--- config.mk ---
export PLATFORM = sky130hd
export DESIGN_NAME = mac_seq_ctrl
export DESIGN_NICKNAME = d
export VERILOG_FILES = /design/src/rtl/mac_pkg.sv /design/src/rtl/mac_seq_addr_gen.sv /design/src/rtl/mac_seq_ctrl.sv
export SDC_FILE = /design/constraint.sdc
export NUM_CORES = 1
export LEC_CHECK = 0
export CORE_UTILIZATION = 39
export CTS_CLUSTER_DIAMETER = 100
export CTS_CLUSTER_SIZE = 20
export DETAILED_ROUTE_END_ITERATION = 8
export PLACE_DENSITY = 0.76
export SYNTH_ARGS = -nofsm -noshare
export SYNTH_HDL_FRONTEND = slang
export SYNTH_HIERARCHICAL = 1
export SYNTH_SLANG_ARGS = --single-unit
--- constraint.sdc ---
create_clock -name clk -period 2 [get_ports clk]
set_input_delay 0.3 -clock clk [delete_from_list [all_inputs] [get_ports clk]]
set_output_delay 0.3 -clock clk [all_outputs]
set_load 0.02 [all_outputs]
--- src/rtl/mac_pkg.sv ---
// Shared types for the MAC array: sequencer state encoding and the
// waiting/finished/ready handshake bundle used between sequencers and MACs.
package mac_pkg;

  localparam int MAC_DATA_WIDTH = 32;

  typedef enum logic [2:0] {
    S_IDLE    = 3'd0,
    S_FETCH   = 3'd1,
    S_LOAD    = 3'd2,
    S_PRESENT = 3'd3,
    S_FINISH  = 3'd4,
    S_DONE    = 3'd5
  } seq_state_t;

  // Handshake: a transfer happens on a cycle where waiting and ready are both
  // high on the A and B streams together. finished marks end-of-stream and is
  // acknowledged the same way; waiting and finished are never high together.
  typedef struct packed {
    logic waiting;
    logic finished;
    logic ready;
  } mac_hs_t;

endpackage

--- src/rtl/mac_seq_addr_gen.sv ---
// Pair index counter and A/B operand buffer address accumulators.
// B advances by a stride add each pair instead of idx*stride multiplication.
module mac_seq_addr_gen #(
  parameter int ADDR_WIDTH = 8,
  parameter int LEN_WIDTH  = 8
) (
  input  logic                  clk,
  input  logic                  rst_n,
  input  logic                  load,
  input  logic                  step,
  input  logic [ADDR_WIDTH-1:0] a_base,
  input  logic [ADDR_WIDTH-1:0] b_base,
  input  logic [ADDR_WIDTH-1:0] b_stride,
  output logic [LEN_WIDTH-1:0]  idx,
  output logic [ADDR_WIDTH-1:0] a_addr,
  output logic [ADDR_WIDTH-1:0] b_addr
);

  localparam logic [LEN_WIDTH-1:0]  IDX_ONE  = 1;
  localparam logic [ADDR_WIDTH-1:0] ADDR_ONE = 1;

  logic [ADDR_WIDTH-1:0] stride_q;

  // Address sums wrap modulo 2^ADDR_WIDTH by construction.
  always_ff @(posedge clk) begin
    if (!rst_n) begin
      idx      <= '0;
      a_addr   <= '0;
      b_addr   <= '0;
      stride_q <= '0;
    end else if (load) begin
      idx      <= '0;
      a_addr   <= a_base;
      b_addr   <= b_base;
      stride_q <= b_stride;
    end else if (step) begin
      idx      <= idx + IDX_ONE;
      a_addr   <= a_addr + ADDR_ONE;
      b_addr   <= b_addr + stride_q;
    end
  end

endmodule

--- src/rtl/mac_seq_ctrl.sv ---
// Dot-product sequencer: fetches K operand pairs, streams them to one MAC,
// closes both streams with finished, then captures the MAC result.
module mac_seq_ctrl
  import mac_pkg::*;
#(
  parameter int DATA_WIDTH = MAC_DATA_WIDTH,
  parameter int ADDR_WIDTH = 8,
  parameter int LEN_WIDTH  = 8,
  parameter int TIMEOUT    = 255
) (
  input  logic                  clk,
  input  logic                  rst_n,
  input  logic                  start,
  input  logic [LEN_WIDTH-1:0]  k_len,
  input  logic [ADDR_WIDTH-1:0] a_base,
  input  logic [ADDR_WIDTH-1:0] b_base,
  input  logic [ADDR_WIDTH-1:0] b_stride,
  output logic                  rd_en,
  output logic [ADDR_WIDTH-1:0] a_addr,
  output logic [ADDR_WIDTH-1:0] b_addr,
  input  logic [DATA_WIDTH-1:0] a_rdata,
  input  logic [DATA_WIDTH-1:0] b_rdata,
  output logic [DATA_WIDTH-1:0] mac_a,
  output logic [DATA_WIDTH-1:0] mac_b,
  output logic                  mac_a_waiting,
  output logic                  mac_b_waiting,
  output logic                  mac_a_finished,
  output logic                  mac_b_finished,
  input  logic                  mac_a_ready,
  input  logic                  mac_b_ready,
  input  logic [DATA_WIDTH-1:0] mac_c,
  output logic [DATA_WIDTH-1:0] result,
  output logic                  done,
  output logic                  busy,
  output logic                  error,
  output logic [2:0]            state
);

  localparam int WDOG_W = (TIMEOUT > 1) ? $clog2(TIMEOUT) : 1;
  localparam logic [WDOG_W-1:0] WDOG_LAST = WDOG_W'(TIMEOUT - 1);
  localparam logic [WDOG_W-1:0] WDOG_ONE  = 1;
  localparam logic [LEN_WIDTH:0] IDX_ONE  = 1;

  seq_state_t state_q, state_d;
  mac_hs_t    a_hs, b_hs;

  logic                 accept;
  logic                 step;
  logic                 in_hs;
  logic                 both_ready;
  logic                 timeout;
  logic                 last_pair;
  logic [LEN_WIDTH-1:0] k_q;
  logic [LEN_WIDTH-1:0] idx;
  logic [WDOG_W-1:0]    wdog;

  mac_seq_addr_gen #(
    .ADDR_WIDTH (ADDR_WIDTH),
    .LEN_WIDTH  (LEN_WIDTH)
  ) u_addr_gen (
    .clk      (clk),
    .rst_n    (rst_n),
    .load     (accept),
    .step     (step),
    .a_base   (a_base),
    .b_base   (b_base),
    .b_stride (b_stride),
    .idx      (idx),
    .a_addr   (a_addr),
    .b_addr   (b_addr)
  );

  // One extra bit so k_len = 2^LEN_WIDTH-1 compares without idx wrapping.
  assign last_pair = (({1'b0, idx} + IDX_ONE) == {1'b0, k_q});
  assign accept    = (state_q == S_IDLE) & start;
  assign timeout   = in_hs & ~both_ready & (wdog == WDOG_LAST);

  always_comb begin
    state_d      = state_q;
    a_hs         = '0;
    b_hs         = '0;
    a_hs.ready   = mac_a_ready;
    b_hs.ready   = mac_b_ready;
    both_ready   = a_hs.ready & b_hs.ready;
    in_hs        = 1'b0;
    rd_en        = 1'b0;
    step         = 1'b0;
    case (state_q)
      S_IDLE: begin
        if (start) state_d = (k_len != '0) ? S_FETCH : S_FINISH;
      end
      S_FETCH: begin
        rd_en   = 1'b1;
        state_d = S_LOAD;
      end
      S_LOAD: state_d = S_PRESENT;
      S_PRESENT: begin
        in_hs        = 1'b1;
        a_hs.waiting = 1'b1;
        b_hs.waiting = 1'b1;
        if (both_ready) begin
          step    = 1'b1;
          state_d = last_pair ? S_FINISH : S_FETCH;
        end else if (wdog == WDOG_LAST) begin
          state_d = S_IDLE;
        end
      end
      S_FINISH: begin
        in_hs         = 1'b1;
        a_hs.finished = 1'b1;
        b_hs.finished = 1'b1;
        if (both_ready) state_d = S_DONE;
        else if (wdog == WDOG_LAST) state_d = S_IDLE;
      end
      S_DONE:  state_d = S_IDLE;
      default: state_d = S_IDLE;
    endcase
  end

  // Watchdog counts handshake cycles without acknowledgement; it restarts on
  // every transfer so each pair and the final finished get a full budget.
  always_ff @(posedge clk) begin
    if (!rst_n) begin
      state_q <= S_IDLE;
      k_q     <= '0;
      wdog    <= '0;
      error   <= 1'b0;
      mac_a   <= '0;
      mac_b   <= '0;
      result  <= '0;
    end else begin
      state_q <= state_d;
      if (accept) begin
        k_q   <= k_len;
        wdog  <= '0;
        error <= 1'b0;
      end else if (timeout) begin
        wdog  <= '0;
        error <= 1'b1;
      end else if (in_hs && both_ready) begin
        wdog <= '0;
      end else if (in_hs) begin
        wdog <= wdog + WDOG_ONE;
      end
      if (state_q == S_LOAD) begin
        mac_a <= a_rdata;
        mac_b <= b_rdata;
      end
      if (state_q == S_FINISH && both_ready) result <= mac_c;
    end
  end

  assign mac_a_waiting  = a_hs.waiting;
  assign mac_b_waiting  = b_hs.waiting;
  assign mac_a_finished = a_hs.finished;
  assign mac_b_finished = b_hs.finished;
  assign done           = (state_q == S_DONE);
  assign busy           = (state_q != S_IDLE);
  assign state          = state_q;

endmodule

# Word level (Yosys, flattened, before mapping)
# Index checks and enable logic that the tools add are counted.
# classes
addsub	5
multipliers	0
div	0
magnitude_cmp	0
n_eq_ne	8
n_shift	0
muxes	17
n_bitwise	6
reduce_logical	9
# op_table
operator	n
8-bit two-way mux	4
8-bit by 1-bit adder with 8-bit output, second input constant	3
3-bit two-way mux	6
3-bit one-hot mux with 5 select lines	1
8-bit by 1-bit adder with 9-bit output, second input constant	1
9-bit by 8-bit == test with 1-bit output	1
8-bit adder	1
8-bit == test, second input constant	1
8-bit nonzero test	1
3-bit by 2-bit == test with 1-bit output, second input constant	2
3-bit == test, second input constant	2
1-bit two-way mux	6
1-bit AND	4
2-bit OR reduction	2
4-bit OR reduction	1
3-bit by 1-bit == test with 1-bit output, second input constant	1
3-bit zero test	1
3-bit nonzero test	1
1-bit logical AND	2
2-bit != test, second input constant	1
1-bit NOT	2
2-bit nonzero test	1
# totals
ff_bits	148
latchBits	0
ram_bits	0
romBits	0
inputBits	133
out_inout_bits	123
wordCells	56
mem_count	0

# Longest topological paths before layout
# logic_depth
depth_word	6
depth_mapped	9
depth_no_buf	8

# Modules after synthesis
# The synthesis kept the hierarchy.
# by_module_without_submodules
module	n_inst	cells_each	area_per_inst_um2	seq_area_each_um2
mac_seq_ctrl	1	572	4738.3	2322.2
mac_seq_addr_gen	1	187	1659.1	640.6

# Worst setup path after synthesis
# No wires, ideal clock.
# synth_timing
kind	register to register
start	register state_q[1], in the netlist state[1]
end	register u_addr_gen.a_addr[5]
setup_time_ns	0.070
arrival_time_ns	2.082
required_ns	1.930
path_slack_ns	-0.152
path_stages_with_launch	10
path_buffers	3
synth_period_minus_slack_ns	2.152
cell_sequence	dfxtp_1 -> clkbuf_1 -> nor3_1 -> nand2_1 -> clkinv_1 -> clkbuf_1 -> inv_1 -> clkbuf_1 -> o21ai_0 -> a21oi_1
# synth_between
elab_chain_cells	3
elab_cells_between_ends	6
cone_classes	1 x eq/ne; 2 x mux; 1 x bitwise; 2 x reduce/logical
# synth_rtl
item	line	rtl
from (decl)	mac_seq_ctrl.sv:44	seq_state_t state_q, state_d;
from (signal assigned)	mac_seq_ctrl.sv:132	state_q <= state_d;
3-bit zero test *	mac_seq_ctrl.sv:75	assign accept = (state_q == S_IDLE) & start;
1-bit AND *	mac_seq_ctrl.sv:75	
named net accept	mac_seq_ctrl.sv:47	logic accept;
8-bit two-way mux or 2-bit nonzero test (tied branches)	n/a	
to (signal assigned)	mac_seq_addr_gen.sv:33	a_addr <= a_base;
to (signal assigned)	mac_seq_addr_gen.sv:38	a_addr <= a_addr + ADDR_ONE;
to (decl)	mac_seq_addr_gen.sv:15	output logic [ADDR_WIDTH-1:0] a_addr,
# Mark *: on every way through the listed nets, which the timed path passes. The rest lies on a longest branch.
# A chain may end at the register's enable or synchronous reset.

# Worst setup path after layout
# layout_timing
start	register state_q[2], in the netlist state[2]
end	output state[2]
# layout_lines
item	line	rtl
to (decl)	mac_seq_ctrl.sv:36	output logic [2:0] state
# No word-level cell between the ends.

==> results.py <==
metrics = {
    "final_layout": {
        "layout_common_cells": "clkdlybuf4s50_1, nand2_1, dfxtp_1",
        "multi_input_area_um2": 3210,
        "final_layout_size_suffix_gt1_share_pct": 7.38,
        "regArea_um2": 2960,
        "fin_nets": 1163,
        "final_common_cell": "clkdlybuf4s50_1",
        "final_util_pct": 61.9,
        "area_growth_pct": 54.3,
        "fillers": 1385,
        "diodes": 0,
    },
    "clocking": {
        "cts_root_buf": "clkbuf_16",
        "cts_sinks": 148,
        "numCtsBuffers": 17,
        "clockBufferDepth": 2,
        "clkSlewWorstSetupHoldPaths_ps": 60,
        "cts_tree": "built",
        "cts-htree-levels": 4,
        "hold_buffers": 0,
        "post_cts_buffers": 0,
        "post_cts_resized": 9,
        "clock_latency_ps": 420,
    },
    "yosys": {
        "ys_seq_area_share_pct": 46.3,
        "synth_edf_count": 0,
        "syn_area_um2": 6400,
        "synth_nets": 905,
        "synth_cell_types": 52,
        "async_flop_share_pct": 0,
        "synth_warnings": 6,
        "synth_seq_cells": 148,
        "synthCells": 759,
        "avgSynthCellArea_um2": 8.43,
        "synth_ff_type": "dfxtp_1",
    },
    "sta": {
        "setup_viol": 0,
        "fmax_mhz": 514,
        "hold_viol": 0,
        "finClkSkew_ps": 11.0,
        "worst_pin_slew_ps": 411,
        "min_period_over_period_pct": 97.2,
        "drv_slew": 0,
        "whs_ps": 242,
        "rsz0062_at_grt": "yes",
        "maxSlewHeadroom_pct": 72.3,
        "period_minus_slack_ps": 1940,
    },
    "detailed_routing": {
        "drc": 0,
        "drt_first_pass_iters": 4,
        "ant_nets": 0,
        "routed-via-count": 6093,
        "drt_iter0_markers": 282,
        "wl_per_cell_um": 14.3,
        "wl_um": 17900,
        "avgViaCountPerCell": 4.89,
    },
    "power_and_ir_drop": {
        "power_density_nw_per_um2": 769,
        "switching_share_pct": 25.8,
        "power_frac_clock_pct": 41.2,
        "power_frac_seq_pct": 42.1,
        "netSwitchingPower_mw": 1.96,
        "internal_power_mw": 5.63,
        "p_comb_share_pct": 16.8,
        "p_leak_nw": 3.65,
        "max-vdd-ir-drop_mv": 0.580,
    },
    "worst_setup_path": {
        "critPathCaptureType": "output pin",
        "startpoint": "state[2]",
        "worstPathMaxFanout": 5,
        "crit_required_ps": 1700,
        "rr_startpoint": "u_addr_gen/idx[2]",
        "worstSetupPathType": "flop to output pin",
        "start_kind": "flop",
        "arrival_ps": 1640,
    },
    "placed_design": {
        "io_buffers": 255,
        "place.gp.congestion": 0.845,
        "hpwl_um": 13000,
    },
    "global_routing": {
        "grt-ovfl-total": 0,
        "grt_pass1_vias": 5560,
        "grt_max_degree": 65,
        "grt_first_pass_wirelength_um": 27200,
        "antenna_found_initial": 0,
        "grt_use_total_pct": 20.6,
    },
    "run": {
        "maxCapViolations": 0,
    },
    "die": {
        "row_count": 46,
        "start_util_pct": 40.1,
        "die_area_um2": 16900,
        "io_pins": 256,
        "fp.dieH_um": 130,
        "core_area_um2": 15900,
        "die_w_um": 130,
    },
    "worst_hold_path": {
        "hold_start": "rst_n",
        "hp-class": "input pin to flop",
    },
    "run_status": {
        "status": "finished clean",
    },
}
## path summary, 6_finish.rpt
path,endpoint,slack (ps),cells after the start
worst max register to register,state[0],120,5
worst min-delay path,k_q[0],240,2
worst max-delay path,state[2],60,2
worst min register to register,result[2],450,2
## through the flow
stage | total power, mW | cell area (µm²) | cells | TNS, ps | setup slack [ps]
after floorplan | 3.86 | 6400 | 759 | 0 | 57.4
after global placement | 4.52 | 9300 | 1214 | -62.0 | -51.0
after detailed placement | 4.54 | 9300 | 1214 | -138 | -70.8
after CTS | 7.67 | 9880 | 1246 | -3.96 | -3.96
after global routing | 7.91 | 9870 | 1246 | -22.1 | -22.1
final | 7.59 | 9870 | 1246 | 0 | 55.4
## kinds of logic (layout without fill, tap and decap cells)
logic type | after synthesis | after routing | synth area share, %
xor gates and xnor gates | 31 | 31 | 4.24
and+or+nand+nor | 326 | 326 | 21.4
buffers and inverters | 59 | 330 | 3.76
AOI/OAI and AO/OA | 170 | 170 | 19.8
muxes | 12 | 12 | 1.88
adders and majority gates | 13 | 13 | 2.66
DFF | 148 | 148 | 46.3
## critical path: stages, from the launching register on
cell and delay (ps):
dfxtp_1 410, buf_4 170, clkdlybuf4s50_1 650
## cell type report
type | instances | area share [%]
multi-input combinational | 552 | 32.5
sequential | 148 | 30.0
timing repair buffer | 283 | 28.3
clock buffer | 21 | 4.56
tap | 216 | 2.74
clock inverter | 11 | 1.31
inverter | 15 | 0.583
## registers in the layout, summed over array words and instances, names as in the netlist, 8 cells and up
signal               flops
u_addr_gen/stride_q      8
u_addr_gen/idx           8
u_addr_gen/a_addr        8
u_addr_gen/b_addr        8
wdog                     8
mac_b                   32
k_q                      8
mac_a                   32
result                  32
## per-layer routing
layer  up-vias  wire length [µm]  global-route usage [%]
met4         0               318                    8.07
met1      2799              7670                    24.9
met5         -                 0                       0
li1       3070                 -                       -
met2       199              8510                    35.0
met3        25              1370                    5.17
## cells in the mapped netlist, types with 3 or more instances
master | number | share of area (%)
dfxtp_1 | 148 | 46
or4_1 | 3 | 0.35
nor4_1 | 3 | 0.29
xor2_1 | 19 | 2.6
nor2_1 | 44 | 2.6
clkbuf_1 | 28 | 1.6
nor3b_1 | 3 | 0.35
a21boi_1 | 31 | 3.6
and3_1 | 7 | 0.68
a21boi_0 | 74 | 8.7
a31oi_1 | 4 | 0.39
ha_1 | 12 | 2.3
a211oi_1 | 4 | 0.47
nand4_1 | 9 | 0.88
nand3_1 | 7 | 0.55
a21oi_1 | 16 | 1.3
a21o_1 | 3 | 0.35
buf_1 | 5 | 0.29
or3_1 | 3 | 0.29
o21ai_0 | 14 | 1.1
o211a_1 | 4 | 0.63
nand2_1 | 232 | 14
nor3_1 | 4 | 0.31
mux2i_1 | 12 | 1.9
xnor2_1 | 12 | 1.6
inv_1 | 11 | 0.65
buf_2 | 9 | 0.70
## power by group through the flow
stage	combinational, mW	clock [mW]	sequential [mW]
6_report	1.27	3.12	3.19
5_1_grt	1.38	3.32	3.21
4_1_cts	1.28	3.19	3.19
3_5_place_dp	1.28	0	3.26
3_3_place_gp	1.27	0	3.25
2_1_floorplan	0.479	0	3.38
(Power assumes the default switching activity.)
